File: config.mk
export PLATFORM = sky130hd
export DESIGN_NAME = fifo_stream_reader
export DESIGN_NICKNAME = d
export VERILOG_FILES = /design/src/rtl/fifo_pkg.sv /design/src/rtl/fifo_out_buf.sv /design/src/rtl/fifo_stream_reader.sv
export SDC_FILE = /design/constraint.sdc
export NUM_CORES = 1
export LEC_CHECK = 0
export CORE_MARGIN = 4
export CORE_UTILIZATION = 46
export DETAILED_ROUTE_END_ITERATION = 8
export PLACE_DENSITY = 0.73
export REMOVE_ABC_BUFFERS = 1
export SYNTH_ARGS = -nofsm -noshare
export SYNTH_HDL_FRONTEND = slang
export SYNTH_SLANG_ARGS = --single-unit
File: constraint.sdc
create_clock -name clk -period 2.26 [get_ports clk]
set_clock_uncertainty 0.05 [all_clocks]
set_input_delay 0.339 -clock clk [delete_from_list [all_inputs] [get_ports clk]]
set_output_delay 0.339 -clock clk [all_outputs]
set_load 0.01 [all_outputs]
File: src/rtl/fifo_pkg.sv
// Shared constants and helpers for the FIFO read-side streaming path.
// Default widths/depths and the beat-counter width rule live here.
package fifo_pkg;

  localparam int DATA_W_DEF  = 8;
  localparam int FIFO_DEPTH  = 16;
  localparam int OBUF_DEPTH  = 2;
  localparam int PKT_LEN_DEF = 16;
  localparam int CNT_W_DEF   = 16;

  typedef logic [1:0] obuf_cnt_t;

  // A 1- or 2-beat packet still needs one bit of counter state.
  function automatic int beat_cnt_w(input int pkt_len);
    return (pkt_len <= 2) ? 1 : $clog2(pkt_len);
  endfunction

  localparam int BEAT_W_DEF = beat_cnt_w(PKT_LEN_DEF);

endpackage

File: src/rtl/fifo_out_buf.sv
// Two-entry output buffer holding {last,data}; push and pop may coincide.
// A push into a full buffer is accepted only when a pop frees a slot the same cycle.
module fifo_out_buf
  import fifo_pkg::*;
#(
  parameter int W = DATA_W_DEF + 1
) (
  input  logic         clk,
  input  logic         rst_n,
  input  logic         push_i,
  input  logic [W-1:0] push_data_i,
  input  logic         pop_i,
  output logic [W-1:0] head_o,
  output obuf_cnt_t    count_o
);

  logic [W-1:0] mem_q [OBUF_DEPTH];
  logic         rd_ptr_q, rd_ptr_d;
  logic         wr_ptr_q, wr_ptr_d;
  obuf_cnt_t    count_q, count_d;
  logic         do_push, do_pop;

  always_comb begin
    do_pop   = pop_i && (count_q != 2'd0);
    do_push  = push_i && ((count_q != 2'd2) || do_pop);
    rd_ptr_d = rd_ptr_q ^ do_pop;
    wr_ptr_d = wr_ptr_q ^ do_push;
    count_d  = count_q;
    if (do_push && !do_pop) begin
      count_d = count_q + 2'd1;
    end else if (!do_push && do_pop) begin
      count_d = count_q - 2'd1;
    end
  end

  always_ff @(posedge clk or negedge rst_n) begin
    if (!rst_n) begin
      mem_q[0] <= '0;
      mem_q[1] <= '0;
      rd_ptr_q <= 1'b0;
      wr_ptr_q <= 1'b0;
      count_q  <= 2'd0;
    end else begin
      if (do_push) begin
        mem_q[wr_ptr_q] <= push_data_i;
      end
      rd_ptr_q <= rd_ptr_d;
      wr_ptr_q <= wr_ptr_d;
      count_q  <= count_d;
    end
  end

  assign head_o  = mem_q[rd_ptr_q];
  assign count_o = count_q;

endmodule

File: src/rtl/fifo_stream_reader.sv
// Drains a FIFO read port into a valid/ready byte stream with packet framing.
// Read credit keeps buffered + in-flight bytes at two or fewer, so a ready sink gets one beat per cycle.
module fifo_stream_reader
  import fifo_pkg::*;
#(
  parameter int DATA_W  = DATA_W_DEF,
  parameter int PKT_LEN = PKT_LEN_DEF,
  parameter int CNT_W   = CNT_W_DEF
) (
  input  logic              clk,
  input  logic              reset_n,
  input  logic              enable,
  input  logic              fifo_empty,
  input  logic [DATA_W-1:0] fifo_data,
  output logic              fifo_rd_en,
  output logic              m_valid,
  output logic [DATA_W-1:0] m_data,
  output logic              m_last,
  input  logic              m_ready,
  output logic [CNT_W-1:0]  beats_out,
  output logic              idle
);

  localparam int                BEAT_W    = beat_cnt_w(PKT_LEN);
  localparam logic [BEAT_W:0]   PKT_LEN_X = (BEAT_W+1)'(PKT_LEN);
  localparam logic [BEAT_W:0]   LAST_X    = (BEAT_W+1)'(PKT_LEN - 1);
  localparam logic [BEAT_W-1:0] LAST_IDX  = BEAT_W'(PKT_LEN - 1);

  logic              inflight_q, inflight_d;
  logic [BEAT_W-1:0] beat_cnt_q, beat_cnt_d;
  logic [CNT_W-1:0]  beats_q, beats_d;
  obuf_cnt_t         count;
  logic [DATA_W:0]   head;
  logic [DATA_W:0]   push_entry;
  logic              pop;
  logic              push_last;
  logic [2:0]        credit_use;
  logic [BEAT_W:0]   push_idx;

  assign pop        = m_valid & m_ready;
  assign credit_use = {1'b0, count} + {2'b00, inflight_q} - {2'b00, pop};
  assign fifo_rd_en = enable & ~fifo_empty & (credit_use < 3'd2);

  // The landing byte sits behind `count` entries, so its packet index is beat_cnt + count.
  always_comb begin
    push_idx  = {1'b0, beat_cnt_q} + (BEAT_W+1)'(count);
    push_last = 1'b0;
    if (PKT_LEN == 1) begin
      push_last = 1'b1;
    end else if (push_idx >= PKT_LEN_X) begin
      push_last = ((push_idx - PKT_LEN_X) == LAST_X);
    end else begin
      push_last = (push_idx == LAST_X);
    end
  end

  assign push_entry = {push_last, fifo_data};

  always_comb begin
    inflight_d = fifo_rd_en & ~fifo_empty;
    beat_cnt_d = beat_cnt_q;
    beats_d    = beats_q;
    if (pop) begin
      beat_cnt_d = (beat_cnt_q == LAST_IDX) ? '0 : beat_cnt_q + 1'b1;
      beats_d    = beats_q + 1'b1;
    end
  end

  always_ff @(posedge clk or negedge reset_n) begin
    if (!reset_n) begin
      inflight_q <= 1'b0;
      beat_cnt_q <= '0;
      beats_q    <= '0;
    end else begin
      inflight_q <= inflight_d;
      beat_cnt_q <= beat_cnt_d;
      beats_q    <= beats_d;
    end
  end

  fifo_out_buf #(
    .W (DATA_W + 1)
  ) u_obuf (
    .clk         (clk),
    .rst_n       (reset_n),
    .push_i      (inflight_q),
    .push_data_i (push_entry),
    .pop_i       (pop),
    .head_o      (head),
    .count_o     (count)
  );

  assign m_valid   = (count != 2'd0);
  assign m_data    = head[DATA_W-1:0];
  assign m_last    = m_valid & head[DATA_W];
  assign beats_out = beats_q;
  assign idle      = (count == 2'd0) & ~inflight_q & fifo_empty;

  assert property (@(posedge clk) disable iff (!reset_n)
    (({1'b0, count} + {2'b00, inflight_q}) <= 3'd2));

  assert property (@(posedge clk) disable iff (!reset_n)
    (m_valid && !m_ready) |=> (m_valid && $stable(m_data) && $stable(m_last)));

endmodule

==> impl_metrics.yaml <==
outcome:
  status: "finished, violations left"
  violations: "negative setup slack"
setup_path:
  critPathRequiredTime_ns: 1.87
  critPathLaunchType: "flip-flop"
  arrival_ns: 2.20
  path_class: "reg2out"
  path_delay_family: "adder cells"
  worst-path-buf-inv: 1
  worstPathCellList: "o21a_1 > ha_4 > nand2b_4 > fa_1 > nand2_2 > nor3_2 > buf_2"
  crit_path_end_kind: "output port"
  slowest_stage: "fa_1"
  cp_max_fo: 2
  slowest_delay_ns: 0.50
placement:
  pre_cts_slack_ns: -0.771
  gp_congestion: 0.824
  portBuffers: 40
  hpwl_mm: 3.23
  dp.cells: 267
yosys:
  yosys.cell_types.count: 32
  synth.cell_area_um2: 2060
  synth_fa_ha_area_share_pct: 6.80
  syn_area_per_cell_um2: 12.1
  synthMuxAreaShare_pct: 13.6
  ys_seq_area_share_pct: 52.2
  synth_top_family_by_area: "multiplexers"
  yosys_warnings: 0
  yosys.area.top_type: "dfrtp_1"
  synth_compound_area_share_pct: 3.76
  synth-simple-area-share_pct: 11.1
  synth_area_leaders: "dfrtp_1 52%, mux2_2 13%, xnor2_1 6.8%"
  synth_top_area_share_pct: 52.2
  syn_inst: 170
  synth_xor_area_share_pct: 9.35
  ys_ff_latch: 43
power:
  worst_ir_drop_vdd_mv: 0.586
  power_w: 0.00359
  power_switching_w: 0.00125
  pwr-share-comb_pct: 48.4
  p_sw_share_pct: 34.6
  clock_power_share_pct: 14.5
  p_per_area_nw_per_um2: 1270
  p_leak_nw: 1.27
  internal_power_w: 0.00235
  p_seq_share_pct: 37.0
finish:
  multi_input_area_um2: 953
  register_area_um2: 1080
  area_growth_pct: 37.0
  nNetsFinal: 258
  fillers: 325
  antenna_cells: 0
  drive_gt1_share_pct: 27.5
  stdcell_count: 288
routing:
  detail-route-antenna-nets: 0
  wire_per_inst_um: 15.4
  drt_wl_total_mm: 4.44
  first_pass_iters: 4
  vias: 1502
  drt-vias-per-instance: 5.22
  drc_errors: 0
  drtIter0Drc: 37
clocking:
  htree_levels: 2
  cts-root-buf: "clkbuf_8"
  cts_buffers: 5
  clk_latency_ns: 0.29
  cts.clk_slew.worst_paths_ns: 0.08
  cts_tree: "yes"
  cts-root-to-sink-buffers: 2
  clock_sinks: 43
timing:
  hold_viol: 0
  rsz0062_at_grt: "true"
  slew_viol_final: 0
  fin_crit_sh_pct: 114
  setup_viol: 2
  fmax_mhz: 387
  timing.final.ws_setup_ns: -0.324
  tightest_slew_ns: 0.450
  fin_crit_ns: 2.58
  slew_headroom_pct: 70.0
floorplan:
  start_util_pct: 47.3
  die_h_um: 74.9
  rows: 24
  core_um2: 4350
  dieArea_um2: 5610
  pin_count: 41
  die_w_um: 74.9
grt:
  first_global_vias: 1588
  grt_max_degree: 18
  grt_pass1_wl_mm: 7.33
  gr-total-overflow: 0
  antenna_found_initial: 0
  grt_use_total_pct: 17.2
flow_run:
  maxCapViolations: 0
hold_path:
  hold_path.class: "in2async"
cell families (layout without fill, tap and decap cells):
| family | Yosys count | in the layout |
|---|---|---|
| XOR/XNOR | 22 | 22 |
| multiplexers | 25 | 25 |
| AO/OA/AOI/OAI | 12 | 12 |
| flip-flops | 43 | 43 |
| buffers and inverters | 14 | 80 |
| adder cells (fa/ha/maj) | 10 | 10 |
| AND/OR/NAND/NOR | 44 | 44 |
cell usage in the layout, fill, tap and decap left out, drive strengths merged:
cell type | Yosys | routed
and3 | 1 | 1
nand4 | 6 | 6
a31oi | 1 | 1
a311oi | 1 | 1
dlygate4sd3 | 0 | 1
xnor2 | 16 | 16
xor2 | 6 | 6
clkdlybuf4s50 | 0 | 36
o211ai | 1 | 1
nor3b | 1 | 1
o21a | 1 | 1
mux2i | 1 | 1
nand3 | 7 | 7
dlygate4sd2 | 0 | 2
nor4 | 2 | 2
nand2b | 1 | 1
nor3 | 3 | 3
dfrtp | 43 | 43
o21ai | 2 | 2
buf | 2 | 24
clkbuf | 3 | 8
nand2 | 15 | 15
a21boi | 1 | 1
o22ai | 2 | 2
fa | 2 | 2
a21oi | 2 | 2
inv | 9 | 9
nor2 | 8 | 8
a21o | 1 | 1
ha | 8 | 8
mux2 | 24 | 24
repair_timing:
action,in CTS,in global routing
buffers inserted,11,4
pin swaps,4,3
hold buffers,1,0
resized for setup,9,5
hold endpoints to repair,12,0
setup endpoints to repair,2,9
sequential cells by signal, summed over array words and instances, names as in the netlist:
name,flops
u_obuf.mem_q,18
beats_out,16
beat_cnt_q,4
u_obuf.count_o,2
inflight_q,1
u_obuf.rd_ptr_q,1
u_obuf.wr_ptr_q,1
power groups by stage:
| stage | Combinational [W] | Sequential [W] | Clock, W |
|---|---|---|---|
| final | 0.00174 | 0.00133 | 0.000522 |
| after global routing | 0.00190 | 0.00138 | 0.000562 |
| after CTS | 0.00169 | 0.00133 | 0.000532 |
| after detailed placement | 0.00155 | 0.00134 | 0 |
| after global placement | 0.00148 | 0.00131 | 0 |
| after floorplan | 0.000850 | 0.00133 | 0 |
through the flow:
step                      util (%)  instance area (um^2)  setup TNS, ns  hold WS, ns
after global placement        59.6                  2590         -0.720        0.185
after floorplan                  -                  2030         -0.255     -0.00659
after global routing          64.9                  2820         -0.501        0.429
after detailed placement      59.6                  2590         -0.774        0.190
after CTS                     64.2                  2790         -0.452        0.415
final                         64.9                  2820         -0.363        0.402
worst paths after layout:
path	slack (ns)	cells after the start	start	end
min in group clk	0.42	1	beats_out[15]	beats_out[15]
max reg2reg	-0.04	10	u_obuf.count_o[1]	inflight_q
max	-0.32	7	u_obuf.count_o[1]	fifo_rd_en
min reg2reg	0.42	1	beats_out[15]	beats_out[15]
max in group asynchronous	1.23	3	reset_n	u_obuf.mem_q[8]
min	0.40	2	reset_n	beats_out[15]
cell usage after synthesis (all sizes together):
library cell	n
mux2	24
a21oi	2
buf	2
fa	2
and3	1
nand3	7
a31oi	1
xnor2	16
dfrtp	43
inv	9
a21o	1
o211ai	1
xor2	6
o21ai	2
nor2	8
mux2i	1
clkbuf	3
nor4	2
a311oi	1
a21boi	1
o22ai	2
nor3b	1
nand2b	1
nand2	15
nand4	6
ha	8
o21a	1
nor3	3
per-layer routing:
layer  vias up  part of all wire, %  global-route usage [%]
li1        713                    -                       -
met1       748                   40                    20.6
met2        33                   54                    30.5
met3         8                  4.1                    3.60
met4         0                  1.8                    5.93
met5         -                    0                       0
cell type report:
type                       instances  share of cell area [%]
timing repair buffer              63                    20.8
inverter                           9                    1.46
clock buffer                       8                    3.54
sequential                        43                    38.1
multi-input combinational        113                    33.8
tap                               52                    2.30
No activity file was read; power rests on OpenSTA's default activity.
